--- src/rtl/mem_port_arbiter_pkg.sv ---
// mem_port_arbiter_pkg: shared pipeline types and constants for the unified memory port arbiter
package mem_port_arbiter_pkg;
    localparam int XLEN = 32;
    typedef enum logic [1:0] {ARB_IDLE, ARB_ISSUE, ARB_WAIT} arb_state_t;
    typedef enum logic {OWN_IF, OWN_D} arb_owner_t;
endpackage

--- src/rtl/mem_port_arbiter_starve.sv ---
// mem_port_arbiter_starve: saturating IF-starvation counter
//  clk, rst_n  clock, asynchronous active-low reset
//  clr         clear to 0 (wins over inc)
//  inc         increment, saturating at LIMIT
//  cnt         current count
module mem_port_arbiter_starve #(
    parameter int LIMIT = 4
) (
    input  logic       clk,
    input  logic       rst_n,
    input  logic       clr,
    input  logic       inc,
    output logic [3:0] cnt
);
    always_ff @(posedge clk or negedge rst_n)
        if (!rst_n) cnt <= '0;
        else if (clr) cnt <= '0;
        else if (inc && cnt != 4'(LIMIT)) cnt <= cnt + 4'd1;
endmodule

--- src/rtl/mem_port_arbiter.sv ---
// mem_port_arbiter: shares one single-ported memory between the IF and MEM pipeline stages
//  clk, rst_n                 clock, asynchronous active-low reset
//  if_req/if_addr             fetch request, held until if_done
//  if_done/if_rdata/if_stall  fetch completion pulse, instruction, PC hold
//  d_req/d_we/d_addr/d_wdata/d_wstrb  load/store request, held until d_done
//  d_done/d_rdata/d_stall     data completion pulse, load data, pipeline freeze
//  mem_req/mem_we/mem_addr/mem_wdata/mem_wstrb  registered memory command
//  mem_gnt                    command accepted
//  mem_rvalid/mem_rdata       single response per command
module mem_port_arbiter
    import mem_port_arbiter_pkg::*;
#(
    parameter int ADDR_W       = XLEN,
    parameter int DATA_W       = XLEN,
    parameter int STARVE_LIMIT = 4
) (
    input  logic                clk,
    input  logic                rst_n,
    input  logic                if_req,
    input  logic [ADDR_W-1:0]   if_addr,
    output logic                if_done,
    output logic [DATA_W-1:0]   if_rdata,
    output logic                if_stall,
    input  logic                d_req,
    input  logic                d_we,
    input  logic [ADDR_W-1:0]   d_addr,
    input  logic [DATA_W-1:0]   d_wdata,
    input  logic [DATA_W/8-1:0] d_wstrb,
    output logic                d_done,
    output logic [DATA_W-1:0]   d_rdata,
    output logic                d_stall,
    output logic                mem_req,
    input  logic                mem_gnt,
    output logic                mem_we,
    output logic [ADDR_W-1:0]   mem_addr,
    output logic [DATA_W-1:0]   mem_wdata,
    output logic [DATA_W/8-1:0] mem_wstrb,
    input  logic                mem_rvalid,
    input  logic [DATA_W-1:0]   mem_rdata
);
    arb_state_t state, state_nx;
    arb_owner_t owner;
    logic [3:0] starve_cnt;
    logic arb, pick_if, resp, st_inc, st_clr;
    // A completion cycle is a bubble for both requesters: the finishing one still
    // shows its old request, and holding the other back lets a re-requesting D
    // meet a waiting IF in the next arbitration so starvation is actually counted.
    always_comb begin
        arb      = state == ARB_IDLE && !if_done && !d_done && (if_req || d_req);
        pick_if  = if_req && (!d_req || starve_cnt == 4'(STARVE_LIMIT));
        resp     = mem_rvalid && (state == ARB_WAIT || (state == ARB_ISSUE && mem_gnt));
        st_inc   = arb && if_req && d_req && !pick_if;
        st_clr   = !if_req || (arb && pick_if);
        state_nx = resp ? ARB_IDLE :
                   arb ? ARB_ISSUE :
                   (state == ARB_ISSUE && mem_gnt) ? ARB_WAIT : state;
    end
    mem_port_arbiter_starve #(.LIMIT(STARVE_LIMIT)) u_starve (
        .clk(clk),
        .rst_n(rst_n),
        .clr(st_clr),
        .inc(st_inc),
        .cnt(starve_cnt)
    );
    always_ff @(posedge clk or negedge rst_n)
        if (!rst_n) state <= ARB_IDLE;
        else state <= state_nx;
    // Command fields stay put after the grant so mem_we still tells a store apart in WAIT.
    always_ff @(posedge clk or negedge rst_n) begin
        if (!rst_n) begin
            owner     <= OWN_IF;
            mem_req   <= 1'b0;
            mem_we    <= 1'b0;
            mem_addr  <= '0;
            mem_wdata <= '0;
            mem_wstrb <= '0;
            if_done   <= 1'b0;
            d_done    <= 1'b0;
            if_rdata  <= '0;
            d_rdata   <= '0;
        end else begin
            if_done <= resp && owner == OWN_IF;
            d_done  <= resp && owner == OWN_D;
            if (arb) begin
                owner     <= pick_if ? OWN_IF : OWN_D;
                mem_req   <= 1'b1;
                mem_we    <= !pick_if && d_we;
                mem_addr  <= pick_if ? if_addr : d_addr;
                mem_wdata <= pick_if ? '0 : d_wdata;
                mem_wstrb <= (!pick_if && d_we) ? d_wstrb : '0;
            end else if (mem_gnt) begin
                mem_req <= 1'b0;
            end
            if (resp && owner == OWN_IF) if_rdata <= mem_rdata;
            if (resp && owner == OWN_D && !mem_we) d_rdata <= mem_rdata;
        end
    end
    assign if_stall = if_req && !if_done;
    assign d_stall  = d_req && !d_done;
    rvalid_in_txn: assert property (@(posedge clk) disable iff (!rst_n)
        mem_rvalid |-> (state == ARB_WAIT || (state == ARB_ISSUE && mem_gnt)));
endmodule

--- config.mk ---
export PLATFORM = sky130hd
export DESIGN_NAME = mem_port_arbiter
export DESIGN_NICKNAME = d
export VERILOG_FILES = /design/src/rtl/mem_port_arbiter_pkg.sv /design/src/rtl/mem_port_arbiter_starve.sv /design/src/rtl/mem_port_arbiter.sv
export SDC_FILE = /design/constraint.sdc
export NUM_CORES = 1
export LEC_CHECK = 0
export CORE_MARGIN = 5
export CORE_UTILIZATION = 45
export DETAILED_ROUTE_END_ITERATION = 12
export GPL_ROUTABILITY_DRIVEN = 1
export PLACE_DENSITY_LB_ADDON = 0.25
export SLEW_MARGIN = 40
export SYNTH_ARGS = -nofsm -noshare
export SYNTH_HDL_FRONTEND = slang
export SYNTH_HIERARCHICAL = 1
export SYNTH_SLANG_ARGS = --single-unit
--- constraint.sdc ---
create_clock -name clk -period 3.15 [get_ports clk]
set_input_delay 0.945 -clock clk [delete_from_list [all_inputs] [get_ports clk]]
set_output_delay 0.945 -clock clk [all_outputs]
set_load 0.02 [all_outputs]
# Yosys cells after proc, flatten, opt, wreduce, memory -nomap -nowiden
# Index checks and enable logic that the tools add are counted.
# classes
add_sub_neg,1
n_eq_ne,4
n_mux,11
bitwise_logic,1
reduce_logical,31
# ops
operator,n
two-way mux 32 bit,2
logical AND 1 bit,17
two-way mux 4 bit,3
zero test 1 bit,6
two-way mux 2 bit,3
"adder 4 x 1 -> 4 bit, second input constant",1
"== test 4 x 3 -> 1 bit, second input constant",1
logical OR 1 bit,4
"!= test 4 x 3 -> 1 bit, second input constant",1
nonzero test 2 bit,2
two-way mux 1 bit,3
nonzero test 3 bit,1
"== test 2 x 1 -> 1 bit, second input constant",1
"== test 2 bit, second input constant",1
zero test 2 bit,1
inverter 1 bit,1
# word_totals
regBits,143
in_bits,139
output_inout_bits,138
wordCells,60

# Depth between registers and ports, before layout
# logic_depth
ltp_word,10
ltp_mapped,8

# Hierarchy
# The synthesis kept the hierarchy.
# modules_own_cells
mod,n_inst,cells_each,area_each_um2,seq_area_each_um2
mem_port_arbiter,1,490,5997.0,3478.3
mem_port_arbiter_starve,1,24,235.2,100.1

# Least setup slack after synthesis
# OpenSTA, ideal clock, no wires.
# synth_timing
path_kind,in2out
from,input port d_req
to,output port d_stall
arrival_ps,1867
required_ps,2205
slack_ps,338
path_stages,3
n_path_buf,2
cell_sequence,clkbuf_1 -> clkbuf_1 -> nor2b_1
# synth_between
elab_chain_len,1
# synth_lines
element,line,rtl
from (decl),mem_port_arbiter.sv:24,"input logic d_req,"
logical AND 1 bit,mem_port_arbiter.sv:99,assign d_stall = d_req && !d_done;
to (decl),mem_port_arbiter.sv:31,"output logic d_stall,"
# Every way passes these cells.

# Worst setup path in the final report
# layout_timing
from,input port if_req
to,output port if_stall
# layout_between
elab_chain_len,1
# layout_lines
element,line,rtl
from (decl),mem_port_arbiter.sv:19,"input logic if_req,"
logical AND 1 bit,mem_port_arbiter.sv:98,assign if_stall = if_req && !if_done;
to (decl),mem_port_arbiter.sv:23,"output logic if_stall,"
# Every way passes these cells.

==> flow_metrics.env <==
export IMPL_status="finished clean"
export IMPL_synthCells=514
export IMPL_syn_area_um2=6230
export IMPL_drtPass1Iterations=5
export IMPL_leakage_nw=3.86
export IMPL_rows=43
export IMPL_arrival_ns=2.07
export IMPL_cts_inserted_buffers=17
export IMPL_fin_cells=963
export IMPL_root_buffer="clkbuf_16"
export IMPL_clk_pin_slew_ns=0.06
export IMPL_port_buffer_count=276
export IMPL_die_y_um=128
export IMPL_pin_count=277
export IMPL_synthTopCellsByCount="143 x dfrtp_1, 65 x mux2_2, 65 x nand3_1"
export IMPL_tightestPinTransition_ns=0.727
export IMPL_drt_wl_total_um=19800
export IMPL_synth_nets=655
export IMPL_synth_cell_type_count=40
export IMPL_setup_viol=0
export IMPL_worst_setup_path_start_kind="primary input"
export IMPL_fin_nets=911
export IMPL_wire_per_inst_um=20.5
export IMPL_clock_sinks=143
export IMPL_worst_path_max_fanout=2
export IMPL_post_cts_buffers=0
export IMPL_cts_tree="done"
export IMPL_setup_tns_ns=0
export IMPL_r2r_slack_ns=0.79
export IMPL_num_vias=5497
export IMPL_synth_ff_type="dfrtp_1"
export IMPL_worst_setup_path_type="primary input to output port"
export IMPL_cp_required_ns=2.20
export IMPL_vias_per_cell=5.71
export IMPL_crit_chain="clkdlybuf4s50_1, clkinv_1, nor2_1, dlygate4sd2_1"
export IMPL_grt_util_all_layers=0.246
export IMPL_maxCapViolations=0
export IMPL_final_antenna_net_count=0
export IMPL_ys_top_cells_by_area="dfrtp_1 57%, mux2_2 12%, nand3_1 5.2%"
export IMPL_grt_pass1_vias=5879
export IMPL_die_area_um2=16300
export IMPL_synth_largest_area_cell="dfrtp_1"
export IMPL_remaining_drc_errors=0
export IMPL_min_period_over_period=0.957
export IMPL_cp_slowest_cell="clkdlybuf4s50_1"
export IMPL_fmax_ghz=0.332
export IMPL_dp_hpwl_um=13500
export IMPL_synth_top_area_share=0.574
export IMPL_die_w_um=128
export IMPL_synth_seq_area_share=0.574
export IMPL_grt_max_degree=102
export IMPL_final_layout_size_suffix_gt1_frac=0.155
export IMPL_max_stage_delay_ns=0.52
export IMPL_cts_max_level=4
export IMPL_slew_headroom=0.514
export IMPL_area_delta_synth_final_pct=56.5
export IMPL_gp_congestion=0.844
export IMPL_yosysWarnings=6
export IMPL_grt_pass1_wl_um=31700
export IMPL_synth_edff_count=0
export IMPL_antenna_found_initial=0
export IMPL_period_needed_ns=3.01
export IMPL_hp_class="primary input to asynchronous set/reset pin"
export IMPL_antennaDiodeCount=0
export IMPL_core_region_area_um2=13700
export IMPL_avgSynthCellArea_um2=12.1
export IMPL_ys_ff_latch=143
export IMPL_fin_skew_ns=0.00904
export IMPL_synth_most_common_cell="dfrtp_1"
export IMPL_async_reset_ff_frac=1.00
export IMPL_drt_iter0_drc=347
export IMPL_clock_latency_ns=0.42
export IMPL_hold_buffers=0
export IMPL_report_final_slew_viol_count=0
export IMPL_start_util=0.454
export IMPL_hold_viol_final=0
export IMPL_power_density_nw_per_um2=1030
export IMPL_cts_buffer_depth=2
export IMPL_worstSetupEndpointType="output port"
export IMPL_peakVddDrop_mv=0.627
export IMPL_placed_cells=931
export IMPL_grt_overflow_total=0
export IMPL_rsz0062_at_grt="false"
[metrics by stage]
step / cell area (um2) / power (mW) / utilization / worst slack (ns) / hold WS [ns]
floorplan: 6230 / 5.67 / - / 0.338 / 0.526
global placement: 9140 / 7.90 / 0.666 / -0.139 / 0.470
detailed placement: 9140 / 8.05 / 0.666 / -0.152 / 0.473
CTS: 9750 / 10.1 / 0.711 / 0.00478 / 0.437
global route: 9750 / 10.6 / 0.711 / 0.114 / 0.445
finish: 9750 / 10.1 / 0.711 / 0.136 / 0.433
[repair_timing]
item	CTS	global route
endpoints found under the setup margin	1	1
hold endpoints to repair	0	0
gates resized for setup	1	1
[metal layers]
metal / global-route usage / wire length (um) / vias up
met5: 0 / 0 / -
met1: 0.294 / 7540 / 2745
li1: - / - / 2467
met4: 0.0674 / 308 / 0
met3: 0.113 / 2140 / 24
met2: 0.403 / 9800 / 261
[sequential cells by signal (all words and copies together) (netlist names)]
register      count
d_done            1
d_rdata          32
if_done           1
if_rdata         32
mem_addr         32
mem_req           1
mem_wdata        32
mem_we            1
mem_wstrb         4
owner             1
state             2
u_starve/cnt      4
[layout by cell type (no fill, tap or decap), drive strengths merged, types with 6 or more instances in the layout]
cell type / netlist / layout
inv: 7 / 12
o2111ai: 32 / 32
clkdlybuf4s50: 0 / 273
o211ai: 32 / 32
o21ai: 35 / 35
buf: 23 / 16
o2bb2ai: 32 / 32
clkbuf: 31 / 19
mux2: 65 / 65
dfrtp: 143 / 143
nand3: 65 / 65
nor2: 6 / 6
[cell type report]
class | count | area [um2]
flip-flops and latches | 143 | 3580
clock inverters | 13 | 154
repair buffers | 291 | 2920
multi-input cells | 309 | 2390
fillers | 958 | 3970
clock buffers | 19 | 453
inverters | 8 | 30.0
well taps | 180 | 225
[path summary, 6_finish.rpt]
kind                                  from         endpoint  cells past startpoint
setup / recovery                    if_req         if_stall                      4
hold / removal                       rst_n     mem_wdata[7]                      1
setup reg to reg           u_starve/cnt[3]  u_starve/cnt[0]                      6
hold reg to reg                    mem_req          mem_req                      1
max in group asynchronous            rst_n      d_rdata[19]                      2
min in group clk                   mem_req          mem_req                      1
[power by group]
| group | leakage [nW] | internal (mW) | switching, mW |
|---|---|---|---|
| logic | 1.80 | 2.38 | 2.47 |
| clock network | 0.290 | 1.23 | 0.818 |
| registers | 1.77 | 2.69 | 0.480 |
[logic make-up (layout without fill, tap and decap cells)]
group,after synthesis,count (layout),synth area share
muxes,66,66,0.119
AOI/OAI and AO/OA,149,149,0.181
buffers and inverters,62,331,0.0452
and+or+nand+nor,92,92,0.0765
DFF,143,143,0.574
adders and majority gates,2,2,0.00401
[worst max-delay path: cells and delay by family]
kind	cells	cell delay [ns]
buffers and inverters	3	1.01
AND/OR/NAND/NOR	1	0.11
Note: power is estimated with default switching activity, not from simulation.
